File: config.mk
export PLATFORM = sky130hd
export DESIGN_NAME = opcode_fetch
export DESIGN_NICKNAME = d
export VERILOG_FILES = /design/src/rtl/opcode_fetch_pkg.sv /design/src/rtl/fetch_classify.sv /design/src/rtl/opcode_fetch.sv
export SDC_FILE = /design/constraint.sdc
export NUM_CORES = 1
export LEC_CHECK = 0
export ABC_AREA = 1
export BUFFER_PORTS_ARGS = -buffer_cell sky130_fd_sc_hd__clkbuf_2
export CORE_MARGIN = 1.5
export CORE_UTILIZATION = 30
export DETAILED_ROUTE_END_ITERATION = 8
export PLACE_DENSITY = 0.55
export SLEW_MARGIN = 20
export SYNTH_ARGS = -nofsm -noshare
export SYNTH_HDL_FRONTEND = slang
export SYNTH_HIERARCHICAL = 1
export SYNTH_SLANG_ARGS = --single-unit
File: constraint.sdc
create_clock -name cpu_clk -period 1.6 [get_ports cpu_clk]
set_input_delay 0.16 -clock cpu_clk [delete_from_list [all_inputs] [get_ports cpu_clk]]
set_output_delay 0.16 -clock cpu_clk [all_outputs]
set_load 0.01 [all_outputs]
File: src/rtl/opcode_fetch_pkg.sv
// Shared definitions for the opcode fetch sequencer and its byte classifier.
package opcode_fetch_pkg;

    localparam logic [7:0] DEF_PAGE2_PREFIX = 8'h10;
    localparam logic [7:0] DEF_PAGE3_PREFIX = 8'h11;
    localparam logic [2:0] DEF_MAX_PREFIX   = 3'd3;

    typedef enum logic [1:0] {
        FS_WAIT_PC  = 2'd0,
        FS_FETCH_OP = 2'd1,
        FS_FETCH_PB = 2'd2,
        FS_PRESENT  = 2'd3
    } fetch_state_e;

    typedef enum logic [1:0] {
        PAGE_NONE = 2'd0,
        PAGE_2    = 2'd1,
        PAGE_3    = 2'd2
    } page_e;

endpackage

File: src/rtl/fetch_classify.sv
// Combinational opcode-byte classifier: prefix detection, postbyte need, page select.
// Zero latency; no flow control.
module fetch_classify
    import opcode_fetch_pkg::*;
#(
    parameter logic [7:0] PAGE2_PREFIX = DEF_PAGE2_PREFIX,
    parameter logic [7:0] PAGE3_PREFIX = DEF_PAGE3_PREFIX
) (
    input  logic [7:0] byte_i,
    output logic       is_prefix_o,
    output logic       needs_postbyte_o,
    output logic [1:0] page_o
);

    always_comb begin
        is_prefix_o = (byte_i == PAGE2_PREFIX) || (byte_i == PAGE3_PREFIX);
        if (byte_i == PAGE2_PREFIX)
            page_o = PAGE_2;
        else if (byte_i == PAGE3_PREFIX)
            page_o = PAGE_3;
        else
            page_o = PAGE_NONE;
        // EXG/TFR (1E/1F) and PSHS/PULS/PSHU/PULU (34..37) carry a register postbyte
        needs_postbyte_o = is_prefix_o || (byte_i == 8'h1E) || (byte_i == 8'h1F)
                           || (byte_i[7:2] == 6'b001101);
    end

endmodule

File: src/rtl/opcode_fetch.sv
// Opcode/prefix/postbyte0 fetch sequencer feeding decode; optional 1-byte prefetch (OPCODE_FETCH_PREFETCH_EN).
// Latency: pc_load -> bundle valid 2 cycles for a 1-byte opcode with zero-wait memory, +1 per extra byte.
// Backpressure: bundle held stable in PRESENT until inst_ready_i; pc_load preempts everything.
module opcode_fetch
    import opcode_fetch_pkg::*;
#(
    parameter logic [7:0] PAGE2_PREFIX = DEF_PAGE2_PREFIX,
    parameter logic [7:0] PAGE3_PREFIX = DEF_PAGE3_PREFIX,
    parameter logic [2:0] MAX_PREFIX   = DEF_MAX_PREFIX
) (
    input  logic        cpu_clk,
    input  logic        cpu_reset_n,
    input  logic        pc_load,
    input  logic [15:0] pc_i,
    output logic [15:0] bus_addr_o,
    output logic        bus_rd_o,
    input  logic [7:0]  bus_data_i,
    input  logic        bus_ack_i,
    output logic        inst_valid_o,
    input  logic        inst_ready_i,
    output logic [7:0]  opcode_o,
    output logic [7:0]  postbyte0_o,
    output logic        page2_valid_o,
    output logic        page3_valid_o,
    output logic [15:0] inst_pc_o,
    output logic [15:0] pc_next_o,
    output logic        illegal_o
);

    fetch_state_e state_q, state_d;
    page_e        page_q, page_d;
    logic [15:0]  fetch_pc_q, fetch_pc_d;
    logic [15:0]  inst_pc_q, inst_pc_d;
    logic [7:0]   opcode_q, opcode_d;
    logic [7:0]   postbyte_q, postbyte_d;
    logic [2:0]   pfx_cnt_q, pfx_cnt_d;
    logic         p2v_q, p2v_d, p3v_q, p3v_d, illegal_q, illegal_d;

    logic         pf_rd, pf_hit, op_take;
    logic [7:0]   pf_byte, cls_byte;
    logic         cls_prefix, cls_needs_pb;
    logic [1:0]   cls_page;
    logic [2:0]   pfx_inc;

`ifdef OPCODE_FETCH_PREFETCH_EN
    logic         pf_vld_q;
    logic [7:0]   pf_byte_q;

    assign pf_rd   = (state_q == FS_PRESENT) && !pf_vld_q;
    // A fill acked in the accept cycle is used directly rather than forcing a refetch
    assign pf_hit  = pf_vld_q || (pf_rd && bus_ack_i);
    assign pf_byte = pf_vld_q ? pf_byte_q : bus_data_i;

    always_ff @(posedge cpu_clk or negedge cpu_reset_n) begin
        if (!cpu_reset_n) begin
            pf_vld_q  <= 1'b0;
            pf_byte_q <= 8'h00;
        end else if (pc_load || (state_q == FS_PRESENT && inst_ready_i)) begin
            pf_vld_q  <= 1'b0;
        end else if (pf_rd && bus_ack_i) begin
            pf_vld_q  <= 1'b1;
            pf_byte_q <= bus_data_i;
        end
    end
`else
    assign pf_rd   = 1'b0;
    assign pf_hit  = 1'b0;
    assign pf_byte = bus_data_i;
`endif

    assign cls_byte = (state_q == FS_PRESENT) ? pf_byte : bus_data_i;
    assign pfx_inc  = pfx_cnt_q + 3'd1;

    fetch_classify #(
        .PAGE2_PREFIX (PAGE2_PREFIX),
        .PAGE3_PREFIX (PAGE3_PREFIX)
    ) u_classify (
        .byte_i           (cls_byte),
        .is_prefix_o      (cls_prefix),
        .needs_postbyte_o (cls_needs_pb),
        .page_o           (cls_page)
    );

    assign op_take = !pc_load &&
                     (((state_q == FS_FETCH_OP) && bus_ack_i) ||
                      ((state_q == FS_PRESENT) && inst_ready_i && pf_hit));

    always_comb begin
        state_d    = state_q;
        page_d     = page_q;
        fetch_pc_d = fetch_pc_q;
        inst_pc_d  = inst_pc_q;
        opcode_d   = opcode_q;
        postbyte_d = postbyte_q;
        pfx_cnt_d  = pfx_cnt_q;
        p2v_d      = p2v_q;
        p3v_d      = p3v_q;
        illegal_d  = illegal_q;

        if (pc_load) begin
            state_d    = FS_FETCH_OP;
            fetch_pc_d = pc_i;
            inst_pc_d  = pc_i;
            opcode_d   = 8'h00;
            postbyte_d = 8'h00;
            page_d     = PAGE_NONE;
            pfx_cnt_d  = 3'd0;
            p2v_d      = 1'b0;
            p3v_d      = 1'b0;
            illegal_d  = 1'b0;
        end else begin
            if (state_q == FS_FETCH_PB && bus_ack_i) begin
                if (cls_prefix && page_q != PAGE_NONE) begin
                    if (pfx_inc > MAX_PREFIX) begin
                        illegal_d = 1'b1;
                        state_d   = FS_PRESENT;
                    end else begin
                        opcode_d   = bus_data_i;
                        page_d     = page_e'(cls_page);
                        pfx_cnt_d  = pfx_inc;
                        fetch_pc_d = fetch_pc_q + 16'd1;
                    end
                end else begin
                    postbyte_d = bus_data_i;
                    p2v_d      = (page_q == PAGE_2);
                    p3v_d      = (page_q == PAGE_3);
                    fetch_pc_d = fetch_pc_q + 16'd1;
                    state_d    = FS_PRESENT;
                end
            end

            if (state_q == FS_PRESENT && inst_ready_i) begin
                state_d   = FS_FETCH_OP;
                inst_pc_d = fetch_pc_q;
                page_d    = PAGE_NONE;
                pfx_cnt_d = 3'd0;
                p2v_d     = 1'b0;
                p3v_d     = 1'b0;
                illegal_d = 1'b0;
            end

            // First byte of an instruction, from the bus or from the prefetch buffer
            if (op_take) begin
                opcode_d   = cls_byte;
                fetch_pc_d = fetch_pc_q + 16'd1;
                page_d     = page_e'(cls_page);
                pfx_cnt_d  = cls_prefix ? 3'd1 : 3'd0;
                state_d    = cls_needs_pb ? FS_FETCH_PB : FS_PRESENT;
            end
        end
    end

    always_ff @(posedge cpu_clk or negedge cpu_reset_n) begin
        if (!cpu_reset_n) begin
            state_q    <= FS_WAIT_PC;
            page_q     <= PAGE_NONE;
            fetch_pc_q <= 16'h0000;
            inst_pc_q  <= 16'h0000;
            opcode_q   <= 8'h00;
            postbyte_q <= 8'h00;
            pfx_cnt_q  <= 3'd0;
            p2v_q      <= 1'b0;
            p3v_q      <= 1'b0;
            illegal_q  <= 1'b0;
        end else begin
            state_q    <= state_d;
            page_q     <= page_d;
            fetch_pc_q <= fetch_pc_d;
            inst_pc_q  <= inst_pc_d;
            opcode_q   <= opcode_d;
            postbyte_q <= postbyte_d;
            pfx_cnt_q  <= pfx_cnt_d;
            p2v_q      <= p2v_d;
            p3v_q      <= p3v_d;
            illegal_q  <= illegal_d;
        end
    end

    assign bus_rd_o      = (state_q == FS_FETCH_OP) || (state_q == FS_FETCH_PB) || pf_rd;
    assign bus_addr_o    = fetch_pc_q;
    assign inst_valid_o  = (state_q == FS_PRESENT);
    assign opcode_o      = opcode_q;
    assign postbyte0_o   = postbyte_q;
    assign page2_valid_o = p2v_q;
    assign page3_valid_o = p3v_q;
    assign inst_pc_o     = inst_pc_q;
    assign pc_next_o     = fetch_pc_q;
    assign illegal_o     = illegal_q;

endmodule

Yosys cells after proc, flatten, opt, wreduce, memory -nomap -nowiden
Cells that the tools add are included.
{"block": "totals", "out_inout_bits": 69, "inputBits": 29, "reg_bits": 58, "wordCells": 107}
{"block": "classes", "n_lt_le_gt_ge": 1, "n_eq_ne": 16, "reduce_logical": 28, "n_mux": 50, "addsub": 2}
{"cell": "16-bit 2-to-1 mux", "count": 7}
{"cell": "8-bit 2-to-1 mux", "count": 8}
{"cell": "8-bit by 5-bit equality test with 1-bit output, second input constant", "count": 4}
{"cell": "2-bit 2-to-1 mux", "count": 14}
{"cell": "3-bit 2-to-1 mux", "count": 6}
{"cell": "16-bit by 1-bit adder with 16-bit output, second input constant", "count": 1}
{"cell": "1-bit 2-to-1 mux", "count": 15}
{"cell": "3-bit nonzero test", "count": 5}
{"cell": "3-bit AND reduction", "count": 3}
{"cell": "2-bit AND reduction", "count": 4}
{"cell": "4-bit nonzero test", "count": 2}
{"cell": "2-bit equality test, second input constant", "count": 3}
{"cell": "6-bit by 4-bit equality test with 1-bit output, second input constant", "count": 1}
{"cell": "2-bit nonzero test", "count": 3}
{"cell": "1-bit logical AND", "count": 5}
{"cell": "1-bit logical OR", "count": 5}
{"cell": "5-bit by 3-bit inequality test with 1-bit output, second input constant", "count": 1}
{"cell": "2-bit by 1-bit equality test with 1-bit output, second input constant", "count": 2}
{"cell": "4-bit by 3-bit inequality test with 1-bit output, second input constant", "count": 1}
{"cell": "4-bit inequality test, second input constant", "count": 1}
{"cell": "3-bit by 1-bit adder with 3-bit output, second input constant", "count": 1}
{"cell": "3-bit by 2-bit greater-than comparator with 1-bit output, second input constant", "count": 1}
{"cell": "3-bit by 2-bit inequality test with 1-bit output, second input constant", "count": 1}
{"cell": "3-bit inequality test, second input constant", "count": 1}
{"cell": "other kinds (2)", "count": 2}

Depth between registers and ports, before layout
{"block": "depth", "depth_word": 9, "mapped_depth": 14, "mapped_depth_nobuf": 14}

Cells and area by module
The synthesis kept the hierarchy.
{"module": "opcode_fetch", "area_per_inst_um2": 3274.4, "n_inst": 1, "seq_area_each_um2": 1451.4, "cells_each": 412}
{"module": "fetch_classify", "area_per_inst_um2": 103.8, "n_inst": 1, "seq_area_each_um2": 0.0, "cells_each": 23}

Least setup slack after synthesis
OpenSTA, ideal clock, no wires.
{"block": "synth_timing", "kind": "register to register", "from": "register pfx_cnt_q[0]", "to": "register fetch_pc_q[9] (netlist: bus_addr_o[9])", "period_less_slack_ns": 1.517, "required_time_ns": 1.480, "path_stages_with_launch": 12, "path_slack_ns": 0.083, "setup_ns": 0.120, "arrival_ns": 1.397, "path_buffers": 1, "path_cell_list": "dfrtp_1 -> inv_2 -> ha_1 -> nor2_1 -> nand2_1 -> nand2_1 -> nand2_4 -> nand2_8 -> inv_6 -> buf_8 -> nand2_2 -> o21ai_2"}
{"block": "synth_via", "elab_chain_len": 4}
{"element": "from (decl)", "line_no": "opcode_fetch.sv:36", "text": "logic [2:0] pfx_cnt_q, pfx_cnt_d;"}
{"element": "from (signal assigned)", "line_no": "opcode_fetch.sv:172", "text": "pfx_cnt_q <= pfx_cnt_d;"}
{"element": "3-bit by 1-bit adder with 3-bit output", "line_no": "opcode_fetch.sv:72", "text": "assign pfx_inc = pfx_cnt_q + 3'd1;"}
{"element": "3-bit by 2-bit greater-than comparator with 1-bit output", "line_no": "opcode_fetch.sv:114", "text": "if (pfx_inc > MAX_PREFIX) begin"}
{"element": "4-bit inequality test (no source line)"}
{"element": "2-bit AND reduction (no source line)"}
{"element": "to (signal assigned)", "line_no": "opcode_fetch.sv:168", "text": "fetch_pc_q <= fetch_pc_d;"}
{"element": "to (decl)", "line_no": "opcode_fetch.sv:32", "text": "logic [15:0] fetch_pc_q, fetch_pc_d;"}
No other way between the ends.
A chain may end at the register's enable or synchronous reset.

Worst setup path in the final report
{"block": "layout_timing", "from": "register pfx_cnt_q[0]", "to": "register fetch_pc_q[7] (netlist: bus_addr_o[7])"}
The elaborated chain is that of the path after synthesis.

==> flow_metrics.py <==
metrics = {
    "routing": {
        "firstDrtPassIters": 4,
        "avgRoutedWirePerCell_um": 13.7,
        "drc": 0,
        "postRouteAntennaNets": 0,
        "drt_iter0_drc": 155,
        "viasPerCell": 4.59,
        "vias": 3141,
        "wl_um": 9390,
    },
    "sta": {
        "hold_viol": 0,
        "setup_viol": 0,
        "tns_ns": 0,
        "rsz0062_at_grt": "yes",
        "tightest_slew_ns": 0.310,
        "skew_ns": 0.00930,
        "fin_crit_sh_pct": 96.2,
        "fmax_mhz": 649,
        "min_period_ns": 1.54,
        "final_max_slew_viol_count": 0,
        "slew_headroom_pct": 79.1,
    },
    "floorplan": {
        "rows": 38,
        "initial_core_util_pct": 31.0,
        "die_w_um": 109,
        "core_sq_mm": 0.0109,
        "die_area_sq_mm": 0.0119,
        "ios": 98,
        "chipHeight_um": 109,
    },
    "critical_path": {
        "cpLargestDelayFamily": "simple AND/OR/NAND/NOR gates",
        "worstReg2RegStart": "pfx_cnt_q[0]$_DFFE_PN0P_",
        "rr_worst_depth": 10,
        "path_common_cell": "nand2_2",
        "slowest_delay_ns": 0.40,
        "worstPathRequired_ns": 1.83,
        "cp_slowest_cell": "dfrtp_1",
        "r2r_slack_ns": 0.06,
        "cp.arrival_ns": 1.77,
        "crit_type": "reg -> reg",
        "path_max_fanout": 8,
        "cp-start-kind": "flop",
        "path_cells": "inv_2 -> ha_4 -> nor2_4 -> nand2_2 -> nand2_2 -> nand2_4 -> nand2_8 -> buf_8 -> nor2_1 -> a21oi_2",
        "worstPathBufferInverterCount": 2,
        "end_kind": "flop",
        "reg2reg_to": "bus_addr_o[7]$_DFFE_PN0P_",
    },
    "clock_network": {
        "clkSinkCount": 58,
        "path_clk_slew_ns": 0.07,
        "insertion_delay_ns": 0.34,
        "cts_tree": "built",
        "clockRootBuffer": "clkbuf_8",
        "htreeDepth": 3,
        "clk_path_buf_depth": 2,
        "cts_buffers": 9,
    },
    "cells_and_area": {
        "multi_input_area_sq_mm": 0.00161,
        "fillers": 1118,
        "diodes": 0,
        "layout.nets": 574,
        "final-seq-area_sq_mm": 0.00145,
        "fin_cells": 684,
        "drive_above_1_share_pct": 36.4,
        "syn_to_final_growth_pct": 29.6,
        "final_cell_area_sq_mm": 0.00438,
    },
    "logic_synthesis": {
        "yosysWarnings": 6,
        "synth_top_flop_cell": "dfrtp_1",
        "yosysTopAreaCell": "dfrtp_1",
        "ys_types": 36,
        "yosys-top-cells-area": "dfrtp_1 (43%), nand2_1 (15%), nor2_1 (4.9%), inv_1 (4.6%), buf_4 (4.2%)",
        "netlist_instances": 435,
        "synth_nets": 470,
        "synthArstFlopShare_pct": 100,
        "synth_top_area_share_pct": 43.0,
        "ys_ff_latch": 58,
        "yosysSeqAreaShare_pct": 43.0,
        "synth_edf_count": 0,
        "synth_area_sq_mm": 0.00338,
        "avgSynthCellArea_sq_um": 7.77,
    },
    "global_routing": {
        "grt_antenna_before_repair": 0,
        "grt_pass1_vias": 2956,
        "gr-total-overflow": 0,
        "grt_max_degree": 41,
        "grtUsageTotal_pct": 16.3,
        "grt_pass1_wl_um": 14900,
    },
    "pwr": {
        "switching_share_pct": 34.3,
        "p_per_area_mw_per_mm2": 1130,
        "power_frac_seq_pct": 37.8,
        "p_sw_mw": 1.70,
        "p_comb_share_pct": 29.3,
        "clkPwrFrac_pct": 32.9,
        "internal_power_mw": 3.26,
        "vdd_drop_max_uv": 372,
        "power.leakage_nw": 2.33,
    },
    "place": {
        "placed_cell_area_sq_mm": 0.00398,
        "placed_cells": 661,
        "port_buffers": 97,
        "place_congestion": 0.806,
        "dp_hpwl_um": 6730,
    },
    "status": {
        "status": "finished clean",
    },
    "min_path": {
        "hp-start": "pc_i[13]",
        "hold_depth": 3,
        "holdPathEnd": "inst_pc_o[13]$_DFFE_PN0N_",
        "hold_path_class": "in -> reg",
    },
    "job": {
        "cap_violations": 0,
    },
}
routing by layer:
layer  part of all wire, %  track usage [%]
met2                    48             25.6
met1                    47             22.2
met5                     0                0
met3                   3.9             2.69
met4                   1.7             6.67
power groups by stage:
stage | sequential [mW] | clock [mW] | combinational (mW)
global placement | 1.89 | 0 | 1.34
CTS | 1.87 | 1.66 | 1.36
detailed placement | 1.90 | 0 | 1.34
global route | 1.91 | 1.72 | 1.63
finish | 1.87 | 1.63 | 1.45
floorplan | 1.96 | 0 | 0.778
worst reg2reg max path: stages, from the launching register on:
cell	delay (ns)
dfrtp_1	0.40
inv_2	0.07
ha_4	0.28
nor2_4	0.04
nand2_2	0.06
nand2_2	0.07
nand2_4	0.09
nand2_8	0.08
buf_8	0.15
nor2_1	0.13
a21oi_2	0.07
stage by stage:
step / worst slack, ns / hold slack [ns] / total power, mW / utilization, %
final: 0.0603 / 0.0856 / 4.96 / 40.2
after global routing: -0.0230 / 0.0891 / 5.26 / 40.2
after CTS: 0.00118 / 0.0685 / 4.90 / 39.1
after detailed placement: -0.0633 / -0.0276 / 3.24 / 36.5
after global placement: -0.0279 / -0.0268 / 3.22 / 36.5
after floorplan: 0.0826 / -0.136 / 2.74 / -
state kept, by name (all words and copies together) (netlist names):
register and cells:
bus_addr_o 16, page2_valid_o 1, page_q 2, postbyte0_o 8, pfx_cnt_q 3, opcode_o 8, illegal_o 1, inst_pc_o 16
page3_valid_o 1, state_q 2
layout make-up:
type,count,share of cell area [%]
repair buffers,120,15.9
well taps,140,4.00
clock inverters,4,1.66
clock buffers,12,3.77
multi-input cells,303,36.8
flip-flops and latches,58,33.1
inverters,47,4.69
Yosys cell counts (3+ instances only):
cell type  number
nand3_1        23
buf_4          19
inv_1          41
nand2_2        11
dfrtp_1        58
o21ai_2         7
buf_2           5
mux2_2          6
o21ai_1         3
inv_2           4
nand2_1       138
nand2_4         3
nor2_2          6
nor2_1         44
a21oi_1         6
nand4_1         3
a31oi_1         5
nor3_1          5
ha_1            6
o21ai_0        24
cell families (layout without fill, tap and decap cells):
kind of cell / Yosys count / in the layout / share of synthesized area (%)
buffers and inverters: 74 / 183 / 11.8
AO/OA/AOI/OAI: 49 / 49 / 8.78
flip-flops: 58 / 58 / 43.0
XOR/XNOR: 2 / 2 / 0.519
multiplexers: 8 / 8 / 2.67
adder cells (fa/ha/maj): 6 / 6 / 2.22
AND/OR/NAND/NOR: 238 / 238 / 31.0
timing repair:
item                       CTS  global route
hold endpoints to repair    58             0
setup buffers                3             3
resized for setup            2            33
pin swaps                    1             6
hold buffers                 1             0
setup endpoints to repair   14            42
worst max-delay path by stage:
stage                              from  slack [ns]                   endpoint  depth (start not counted)
2_1_floorplan  pfx_cnt_q[0]$_DFFE_PN0P_        0.08  bus_addr_o[9]$_DFFE_PN0P_                         11
3_3_place_gp   pfx_cnt_q[0]$_DFFE_PN0P_       -0.03    opcode_o[1]$_DFFE_PN0P_                         10
3_5_place_dp   pfx_cnt_q[0]$_DFFE_PN0P_       -0.06    opcode_o[7]$_DFFE_PN0P_                         10
4_1_cts        pfx_cnt_q[0]$_DFFE_PN0P_       0.001  bus_addr_o[7]$_DFFE_PN0P_                         10
5_1_grt        pfx_cnt_q[1]$_DFFE_PN0P_       -0.02  bus_addr_o[7]$_DFFE_PN0P_                          8
6_report       pfx_cnt_q[0]$_DFFE_PN0P_        0.06  bus_addr_o[7]$_DFFE_PN0P_                         10
cells in the final DEF (no fill, tap or decap), types with 4 or more instances in the layout:
cell type and instances:
inv_2 6, clkbuf_2 97, a21oi_1 4, nor2_1 39, dfrtp_1 58, nand2_1 133
nor3_1 4, a31oi_1 5, clkbuf_8 12, nor2_2 8, nor2_4 4, nand3_1 22
inv_1 39, nand2_2 14, mux2_2 6, o21ai_0 20, o21ai_1 7, o21ai_2 7
nand2_4 5, buf_4 18
Note: power is estimated with default switching activity, not from simulation.
